$ cat config.mk
export PLATFORM = sky130hd
export DESIGN_NAME = rf_write_queue_flat
export DESIGN_NICKNAME = d
export VERILOG_FILES = /design/src/rtl/rf_write_queue_if.sv /design/src/rtl/rf_write_queue.sv /design/src/flat_wrapper.sv
export SDC_FILE = /design/constraint.sdc
export NUM_CORES = 1
export LEC_CHECK = 0
export ABC_AREA = 1
export BUFFER_PORTS_ARGS = -buffer_cell sky130_fd_sc_hd__buf_2
export CORE_ASPECT_RATIO = 1.1
export CORE_UTILIZATION = 25
export DETAILED_ROUTE_END_ITERATION = 10
export HOLD_SLACK_MARGIN = 0.12
export SKIP_LAST_GASP = 1
export SLEW_MARGIN = 20
export SYNTH_ARGS = -nofsm -noshare
export SYNTH_HDL_FRONTEND = slang
export SYNTH_SLANG_ARGS = --single-unit
$ cat constraint.sdc
create_clock -name clk -period 6.8 [get_ports clk]
set_clock_uncertainty 0.1 [all_clocks]
set_input_delay 0 -clock clk [delete_from_list [all_inputs] [get_ports clk]]
set_output_delay 0 -clock clk [all_outputs]
set_load 0.05 [all_outputs]
$ cat src/rtl/rf_write_queue_if.sv
// Request-side handshake bundle for rf_write_queue.
// master: the write producer. slave: the queue.
interface rf_write_queue_if #(
  parameter int ADDR_W = 3,
  parameter int DATA_W = 32
);
  logic              req_valid;
  logic              req_ready;
  logic [ADDR_W-1:0] req_addr;
  logic [DATA_W-1:0] req_data;

  modport master (output req_valid, output req_addr, output req_data, input req_ready);
  modport slave  (input req_valid, input req_addr, input req_data, output req_ready);
endinterface

$ cat src/rtl/rf_write_queue.sv
// rf_write_queue: in-order write-request buffer in front of a register file
// write port. Requests enter over a valid/ready handshake, and one queued entry
// per cycle drains into a registered write stage (rf_we/rf_waddr/rf_wdata).
// Optional feature macro: RF_WQ_BYPASS_EN enables the read-bypass lookup
// (byp_hit/byp_data). Without it, both bypass outputs are tied to zero.
module rf_write_queue #(
  parameter int DATA_W = 32,
  parameter int ADDR_W = 3,
  parameter int DEPTH  = 4,
  localparam int CNT_W = $clog2(DEPTH) + 1
) (
  input  logic              clk,
  input  logic              reset_n,
  rf_write_queue_if.slave   req,
  input  logic              rf_hold,
  output logic              rf_we,
  output logic [ADDR_W-1:0] rf_waddr,
  output logic [DATA_W-1:0] rf_wdata,
  output logic [CNT_W-1:0]  count,
  output logic              empty,
  output logic              full,
  input  logic [ADDR_W-1:0] byp_addr,
  output logic              byp_hit,
  output logic [DATA_W-1:0] byp_data
);

  localparam int PTR_W = $clog2(DEPTH);

  // Entry storage. Validity is tracked only by the pointers and count, so the
  // storage itself needs no reset.
  logic [ADDR_W-1:0] addr_mem_q [DEPTH];
  logic [DATA_W-1:0] data_mem_q [DEPTH];

  logic [PTR_W-1:0]  wr_ptr_q, wr_ptr_d;
  logic [PTR_W-1:0]  rd_ptr_q, rd_ptr_d;
  logic [CNT_W-1:0]  count_q, count_d;
  logic              rf_we_q, rf_we_d;
  logic [ADDR_W-1:0] rf_waddr_q, rf_waddr_d;
  logic [DATA_W-1:0] rf_wdata_q, rf_wdata_d;

  logic push;
  logic pop;

  // Full/empty come from the count alone; ready never looks at req_valid or
  // rf_hold, so a full queue refuses a push even while it is popping.
  assign empty         = (count_q == '0);
  assign full          = (count_q == CNT_W'(DEPTH));
  assign req.req_ready = !full;

  assign push = req.req_valid && !full;
  assign pop  = !empty && !rf_hold;

  assign count    = count_q;
  assign rf_we    = rf_we_q;
  assign rf_waddr = rf_waddr_q;
  assign rf_wdata = rf_wdata_q;

  // Next-state: pointer advance, occupancy update and output-stage load.
  always_comb begin
    wr_ptr_d   = wr_ptr_q;
    rd_ptr_d   = rd_ptr_q;
    count_d    = count_q;
    rf_we_d    = 1'b0;
    rf_waddr_d = rf_waddr_q;
    rf_wdata_d = rf_wdata_q;
    if (push) begin
      wr_ptr_d = wr_ptr_q + PTR_W'(1);
    end
    if (pop) begin
      rd_ptr_d   = rd_ptr_q + PTR_W'(1);
      rf_we_d    = 1'b1;
      rf_waddr_d = addr_mem_q[rd_ptr_q];
      rf_wdata_d = data_mem_q[rd_ptr_q];
    end
    case ({push, pop})
      2'b10:   count_d = count_q + CNT_W'(1);
      2'b01:   count_d = count_q - CNT_W'(1);
      default: count_d = count_q;
    endcase
  end

  // Control and output-stage registers; reset discards everything pending.
  always_ff @(posedge clk or negedge reset_n) begin
    if (!reset_n) begin
      wr_ptr_q   <= '0;
      rd_ptr_q   <= '0;
      count_q    <= '0;
      rf_we_q    <= 1'b0;
      rf_waddr_q <= '0;
      rf_wdata_q <= '0;
    end else begin
      wr_ptr_q   <= wr_ptr_d;
      rd_ptr_q   <= rd_ptr_d;
      count_q    <= count_d;
      rf_we_q    <= rf_we_d;
      rf_waddr_q <= rf_waddr_d;
      rf_wdata_q <= rf_wdata_d;
    end
  end

  // Capture an accepted request at the tail slot.
  always_ff @(posedge clk) begin
    if (push) begin
      addr_mem_q[wr_ptr_q] <= req.req_addr;
      data_mem_q[wr_ptr_q] <= req.req_data;
    end
  end

`ifdef RF_WQ_BYPASS_EN
  // Per-position match: position gi counts from the head (oldest) entry.
  logic [DEPTH-1:0]  slot_hit;
  logic [PTR_W-1:0]  slot_idx [DEPTH];

  for (genvar gi = 0; gi < DEPTH; gi++) begin : g_slot
    assign slot_idx[gi] = rd_ptr_q + PTR_W'(gi);
    assign slot_hit[gi] = (CNT_W'(gi) < count_q) && (addr_mem_q[slot_idx[gi]] == byp_addr);
  end

  // Newest match wins: start from the output stage, then let each younger
  // queued entry override the older result.
  always_comb begin
    byp_hit  = 1'b0;
    byp_data = '0;
    if (rf_we_q && (rf_waddr_q == byp_addr)) begin
      byp_hit  = 1'b1;
      byp_data = rf_wdata_q;
    end
    for (int k = 0; k < DEPTH; k++) begin
      if (slot_hit[k]) begin
        byp_hit  = 1'b1;
        byp_data = data_mem_q[slot_idx[k]];
      end
    end
  end
`else
  // Lookup disabled: outputs are constant and the address is deliberately unused.
  logic byp_addr_unused;
  assign byp_addr_unused = ^byp_addr;
  assign byp_hit         = 1'b0;
  assign byp_data        = '0;
`endif

endmodule

$ cat src/flat_wrapper.sv
// flat-port wrapper written by rule: the top's interface ports become plain ports
module rf_write_queue_flat 
#(
  parameter int DATA_W = 32,
  parameter int ADDR_W = 3,
  parameter int DEPTH  = 4,
  localparam int CNT_W = $clog2(DEPTH) + 1
)
  (clk, reset_n, rf_hold, rf_we, rf_waddr, rf_wdata, count, empty, full, byp_addr, byp_hit, byp_data, req_req_valid, req_req_addr, req_req_data, req_req_ready);
  rf_write_queue_if #(.ADDR_W(ADDR_W), .DATA_W(DATA_W)) req_i ();
  input  logic clk;
  input  logic reset_n;
  input  logic rf_hold;
  output logic rf_we;
  output logic [ADDR_W-1:0] rf_waddr;
  output logic [DATA_W-1:0] rf_wdata;
  output logic [CNT_W-1:0] count;
  output logic empty;
  output logic full;
  input  logic [ADDR_W-1:0] byp_addr;
  output logic byp_hit;
  output logic [DATA_W-1:0] byp_data;
  input wire logic [$bits(req_i.req_valid)-1:0] req_req_valid;
  input wire logic [$bits(req_i.req_addr)-1:0] req_req_addr;
  input wire logic [$bits(req_i.req_data)-1:0] req_req_data;
  output wire logic [$bits(req_i.req_ready)-1:0] req_req_ready;
  assign req_i.req_valid = req_req_valid;
  assign req_i.req_addr = req_req_addr;
  assign req_i.req_data = req_req_data;
  assign req_req_ready = req_i.req_ready;
  rf_write_queue #(.DATA_W(DATA_W), .ADDR_W(ADDR_W), .DEPTH(DEPTH)) u_core (.clk(clk), .reset_n(reset_n), .req(req_i), .rf_hold(rf_hold), .rf_we(rf_we), .rf_waddr(rf_waddr), .rf_wdata(rf_wdata), .count(count), .empty(empty), .full(full), .byp_addr(byp_addr), .byp_hit(byp_hit), .byp_data(byp_data));
endmodule
Word-level counts from Yosys, hierarchy flattened

Memories as Yosys holds them, arrays and structs flattened. A register that Yosys moved wholly into a read port is not among the register bits.
Index checks and enable logic that the tools add are counted.
Widths: inputs -> output; s select.

Register bits after elaboration: 8
RAM bits: 140
Input bits: 42
Output and inout port bits: 75
Word-level logic and storage cells: 26
Memories: 2

$add $sub $neg: 4
Equal/unequal tests: 3
Mux-type cells: 4
Reductions and logical operators: 9

Memories:

| name              | words | bits a word | read ports | clocked after memory_dff | wr ports | RTL line             | source |
|---|---|---|---|---|---|---|---|
| u_core.data_mem_q | 4     | 32          | 1          | 1                        | 1        | rf_write_queue.sv:32 | `logic [DATA_W-1:0] data_mem_q [DEPTH];` |
| u_core.addr_mem_q | 4     | 3           | 1          | 1                        | 1        | rf_write_queue.sv:31 | `logic [ADDR_W-1:0] addr_mem_q [DEPTH];` |

Operators with widths:

| kind                | count |
|---|---|
| $pmux 3 s2          | 1 |
| $logic_not 1->1     | 5 |
| $add 2x1->2 const B | 2 |
| $add 3x1->3 const B | 1 |
| $eq 3x3->1 const B  | 1 |
| $logic_not 3->1     | 1 |
| $mux 1              | 3 |
| $sub 3x1->3 const B | 1 |
| $eq 2x1->1 const B  | 1 |
| $eq 2x2->1 const B  | 1 |
| $logic_and 1x1->1   | 2 |
| $reduce_bool 2->1   | 1 |

Logic depth before layout (Yosys ltp)

Depth after elaboration: 5
Depth in mapped cells: 10
Depth with buffers taken out: 10

Worst setup path after synthesis

No wires, ideal clock.

Kind: flip-flop to flip-flop
Start: reg u_core.count_q[1] (netlist: u_core.count[1])
End: mem u_core.addr_mem_q[0][0], enable pin
Library setup time: 0.427 ns
Arrival: 2.912 ns
Required time: 6.273 ns
Setup slack: 3.360 ns
Stages on the path, launching flop included: 5
Buffers on the path: 0
Clock period less this slack: 3.440 ns
Path through: dfrtp_1 nor2_2 nand2_1 nand2_2 nor2_1

Longest elaborated chain between the ends: 5

Ends and longest elaborated chain:

| item                         | RTL line              | source |
|---|---|---|
| from (decl)                  | rf_write_queue.sv:36  | `logic [CNT_W-1:0] count_q, count_d;` |
| from (signal assigned)       | rf_write_queue.sv:94  | `count_q <= count_d;` |
| $eq 3x3->1                   | rf_write_queue.sv:47  | `assign full = (count_q == CNT_W'(DEPTH));` |
| $logic_not 1->1              | n/a                   |  |
| named net req_req_ready      | flat_wrapper.sv:26    | `output wire logic [$bits(req_i.req_ready)-1:0] req_req_ready;` |
| $logic_and 1x1->1            | rf_write_queue.sv:50  | `assign push = req.req_valid && !full;` |
| $mux 1                       | rf_write_queue.sv:103 | `if (push) begin` |
| $mux 1 (not written as such) | rf_write_queue.sv:104 | `addr_mem_q[wr_ptr_q] <= req.req_addr;` |
| to (decl)                    | rf_write_queue.sv:31  |  |

The timed path passes the listed nets, and every way through them passes these cells.

Final worst setup path

Start: reg u_core.count_q[2] (netlist: u_core.count[2])
End: reg u_core.count_q[2] (netlist: u_core.count[2])

Longest elaborated chain between the ends: 5
Elaborated cells between the ends (all ways): 12
Those cells by class: 2 x add/sub; 3 x eq/ne; 1 x mux; 6 x reduce/logical

Ends and longest elaborated chain:

| item                                            | RTL line                                   | source |
|---|---|---|
| $eq 3x3->1 or $logic_not 3->1 (tied branches)   | rf_write_queue.sv:47, rf_write_queue.sv:46 |  |
| $logic_not 1->1, on equally long branches       | rf_write_queue.sv:50, rf_write_queue.sv:51 |  |
| $logic_and 1x1->1, on equally long branches     | rf_write_queue.sv:50, rf_write_queue.sv:51 |  |
| $eq 2x1->1 or $eq 2x2->1 (tied branches)        | rf_write_queue.sv:75                       | `case ({push, pop})` |
| $pmux 3 s2 or $reduce_bool 2->1 (tied branches) | n/a                                        |  |

Parallel ways exist; a longest one is shown, timed or not.
A chain may end at the register's enable or synchronous reset.

==> results.py <==
metrics = {
    "pwr": {
        "irDropWorstVdd_mv": 0.2132,
        "power.leakage_nw": 4.535,
        "powerDensity_mw_per_mm2": 437.9,
    },
    "cts": {
        "htree_num_levels": 4,
        "clkLatencyLatePin_ps": 430,
        "cts.sinks": 183,
        "tritoncts": "yes",
        "cts_made_buffers": 17,
        "cts-root-buf": "clkbuf_16",
        "clkTransAtPathRegs_ps": 70,
        "clock_path_buffers": 2,
    },
    "placed_design": {
        "dp.cells": 1257,
        "io_buffers": 80,
        "place_area_mm2": 0.008643,
        "dp_hpwl_mm": 9.489,
        "gp_congestion": 0.6609,
    },
    "logic_synthesis": {
        "netlist.area_leader.share": 0.5316,
        "synth_cell_types": 21,
        "synth.area.top_cells": "edfxtp_1, nand2_1, dfrtp_1, inv_1, nand3_1",
        "synth_fa_ha_area_frac": 0.01044,
        "ys_seq_area_frac": 0.6676,
        "synth_compound_area_frac": 0.004746,
        "avgSynthCellArea_um2": 10.07,
        "synth_edf_count": 140,
        "synthSimpleGateAreaFrac": 0.1872,
        "synth_cells": 785,
        "synthesis.area_mm2": 0.007909,
        "synth_top_family_by_area": "simple AND/OR/NAND/NOR gates",
        "ys_ff_latch": 183,
        "synthMuxAreaShare": 0,
        "synth_common_cells": "nand2_1, inv_1, edfxtp_1",
        "async_flop_share": 0.2350,
        "yosysTopAreaCell": "edfxtp_1",
        "synthMostInstantiatedCell": "nand2_1",
        "synthFlopType": "edfxtp_1",
        "synth-xor-area-share": 0.004430,
        "yosysWarnings": 0,
    },
    "final_layout": {
        "syn_to_final_growth_pct": 21.34,
        "instances_no_fill": 1328,
        "fin_area_mm2": 0.009597,
        "fin_nets": 949,
        "drive_gt1_frac": 0.1433,
        "n_antenna_cell": 0,
    },
    "floorplan": {
        "die-width_um": 171.6,
        "ios": 117,
        "dieArea_mm2": 0.03235,
        "initial_utilization": 0.2571,
        "row_count": 67,
        "die_height_um": 188.5,
        "coreArea_mm2": 0.03077,
    },
    "global_routing": {
        "grt_pass1_vias": 5049,
        "gr-total-overflow": 0,
        "grt_pass1_wl_mm": 27.26,
        "gr-usage-all-layers": 0.1140,
        "antenna_found_initial": 0,
        "grt_max_degree": 73,
    },
    "critical_path": {
        "crit_arrival_ps": 2570,
        "cp_max_fo": 40,
        "crit_type": "reg -> reg",
        "worstReg2RegStart": "u_core.count[2]$_DFFE_PN0P_",
        "worst_ep_required_time_ps": 7020,
        "rr_worst_depth": 9,
        "cp-start-kind": "flip-flop",
        "r2r_end": "u_core.count[2]$_DFFE_PN0P_",
        "worstSetupEndpointType": "flip-flop",
        "r2r_slack_ps": 4450,
    },
    "min_path": {
        "worstHoldPathType": "in -> async",
    },
    "sta": {
        "setup_violations": 0,
        "hold_viol_final": 0,
        "min_period_over_period": 0.3452,
        "timing.hold.ws_ps": 116.3,
        "maxSlewViolCount": 0,
        "slew_headroom": 0.3610,
        "worstMarginPinSlew_ps": 958.4,
        "period_needed_ps": 2347,
        "fin_setup_tns_ps": 0,
        "rsz0062_at_grt": "no",
        "fmax_mhz": 426.0,
    },
    "route": {
        "drtIter0Drc": 238,
        "drtAntennaViolNets": 0,
        "viasPerCell": 3.840,
        "totalWireLength_mm": 16.98,
        "wl_per_cell_um": 12.78,
        "via_count": 5100,
        "dr.pass1.iters": 4,
        "drc": 0,
    },
    "outcome": {
        "status": "completed",
    },
    "run": {
        "max_cap_viol_count": 0,
    },
}
routing by layer:
metal,up-vias,GRT usage,part of all wire
met5,-,0,0
met4,0,0.04190,0.015
met3,20,0.02794,0.045
met2,112,0.1948,0.49
met1,2386,0.1376,0.45
li1,2582,-,-
worst max-delay path: stages (launching register included):
cell	delay, ps
dfrtp_1	460
inv_2	90
a21oi_4	140
buf_4	460
ha_1	260
inv_1	60
fa_1	370
nand2_1	80
nand3_1	80
xor2_1	140
power breakdown:
part           switching (W)  internal, W  total (W)
clock network       0.000414     0.000505   0.000919
logic                0.00122     0.000401    0.00162
registers           0.000145      0.00152    0.00166
total                0.00178      0.00242    0.00420
through the flow:
stage / utilization / power (W) / setup WS (ps)
3_5_place_dp: 0.2809 / 0.003326 / 4348
6_report: 0.3119 / 0.004202 / 4453
3_3_place_gp: 0.2809 / 0.003296 / 4369
5_1_grt: 0.3119 / 0.004500 / 4231
4_1_cts: 0.3110 / 0.004274 / 4339
2_1_floorplan: - / 0.002890 / 3360
sequential cells by signal, summed over array words and instances, names as in the netlist:
| name | count |
|---|---|
| u_core.data_mem_q | 128 |
| u_core.rf_we | 1 |
| u_core.wr_ptr_q | 2 |
| u_core.rf_waddr | 3 |
| u_core.addr_mem_q | 12 |
| u_core.rd_ptr_q | 2 |
| u_core.count | 3 |
| u_core.rf_wdata | 32 |
cell type report:
cell class	count	area, um^2
fillers	3124	21170
flip-flops and latches	183	5283
multi-input cells	416	1797
repair buffers	127	868.3
inverters	156	585.6
well taps	414	518.0
clock buffers	21	440.4
clock inverters	11	105.1
timing repair:
item	CTS	global route
gates resized for setup	0	0
setup buffers	0	0
hold buffers	38	0
endpoints found under the hold margin	187	0
layout by cell type, fill, tap and decap left out, types with 2 or more instances in the layout:
master / n
nor2_4: 4
buf_4: 8
dfrtp_2: 2
inv_1: 152
clkinvlp_4: 4
nand3_1: 72
conb_1: 33
nand2_1: 290
inv_2: 4
edfxtp_1: 140
buf_2: 80
clkinv_4: 4
dlygate4sd3_1: 38
clkbuf_16: 17
clkinv_2: 2
o21ai_0: 2
dfrtp_1: 41
ha_1: 5
clkbuf_1: 4
xor2_1: 3
how the worst max path moves through the flow:
stage                                              to  slack (ps)  cells after the start                      startpoint
floorplan           u_core.addr_mem_q[0][0]$_DFFE_PP_        3360                      4     u_core.count[1]$_DFFE_PN0P_
global placement      u_core.rf_wdata[30]$_DFFE_PN0P_        4370                      5  u_core.rd_ptr_q[1]$_DFFE_PN0P_
detailed placement     u_core.rf_wdata[7]$_DFFE_PN0P_        4350                      5  u_core.rd_ptr_q[1]$_DFFE_PN0P_
CTS                    u_core.rf_wdata[7]$_DFFE_PN0P_        4340                      5  u_core.rd_ptr_q[1]$_DFFE_PN0P_
global route          u_core.rf_wdata[31]$_DFFE_PN0P_        4230                      5  u_core.rd_ptr_q[1]$_DFFE_PN0P_
finish                    u_core.count[2]$_DFFE_PN0P_        4450                      9     u_core.count[2]$_DFFE_PN0P_
logic make-up (layout without fill, tap and decap cells):
logic type / count (synthesis) / count (layout)
flip-flops: 183 / 183
XOR/XNOR: 4 / 4
adder cells (fa/ha/maj): 6 / 6
AO/OA/AOI/OAI: 4 / 4
buffers and inverters: 218 / 315
AND/OR/NAND/NOR: 369 / 369
other: 1 / 33
Note: power is estimated with default switching activity, not from simulation.
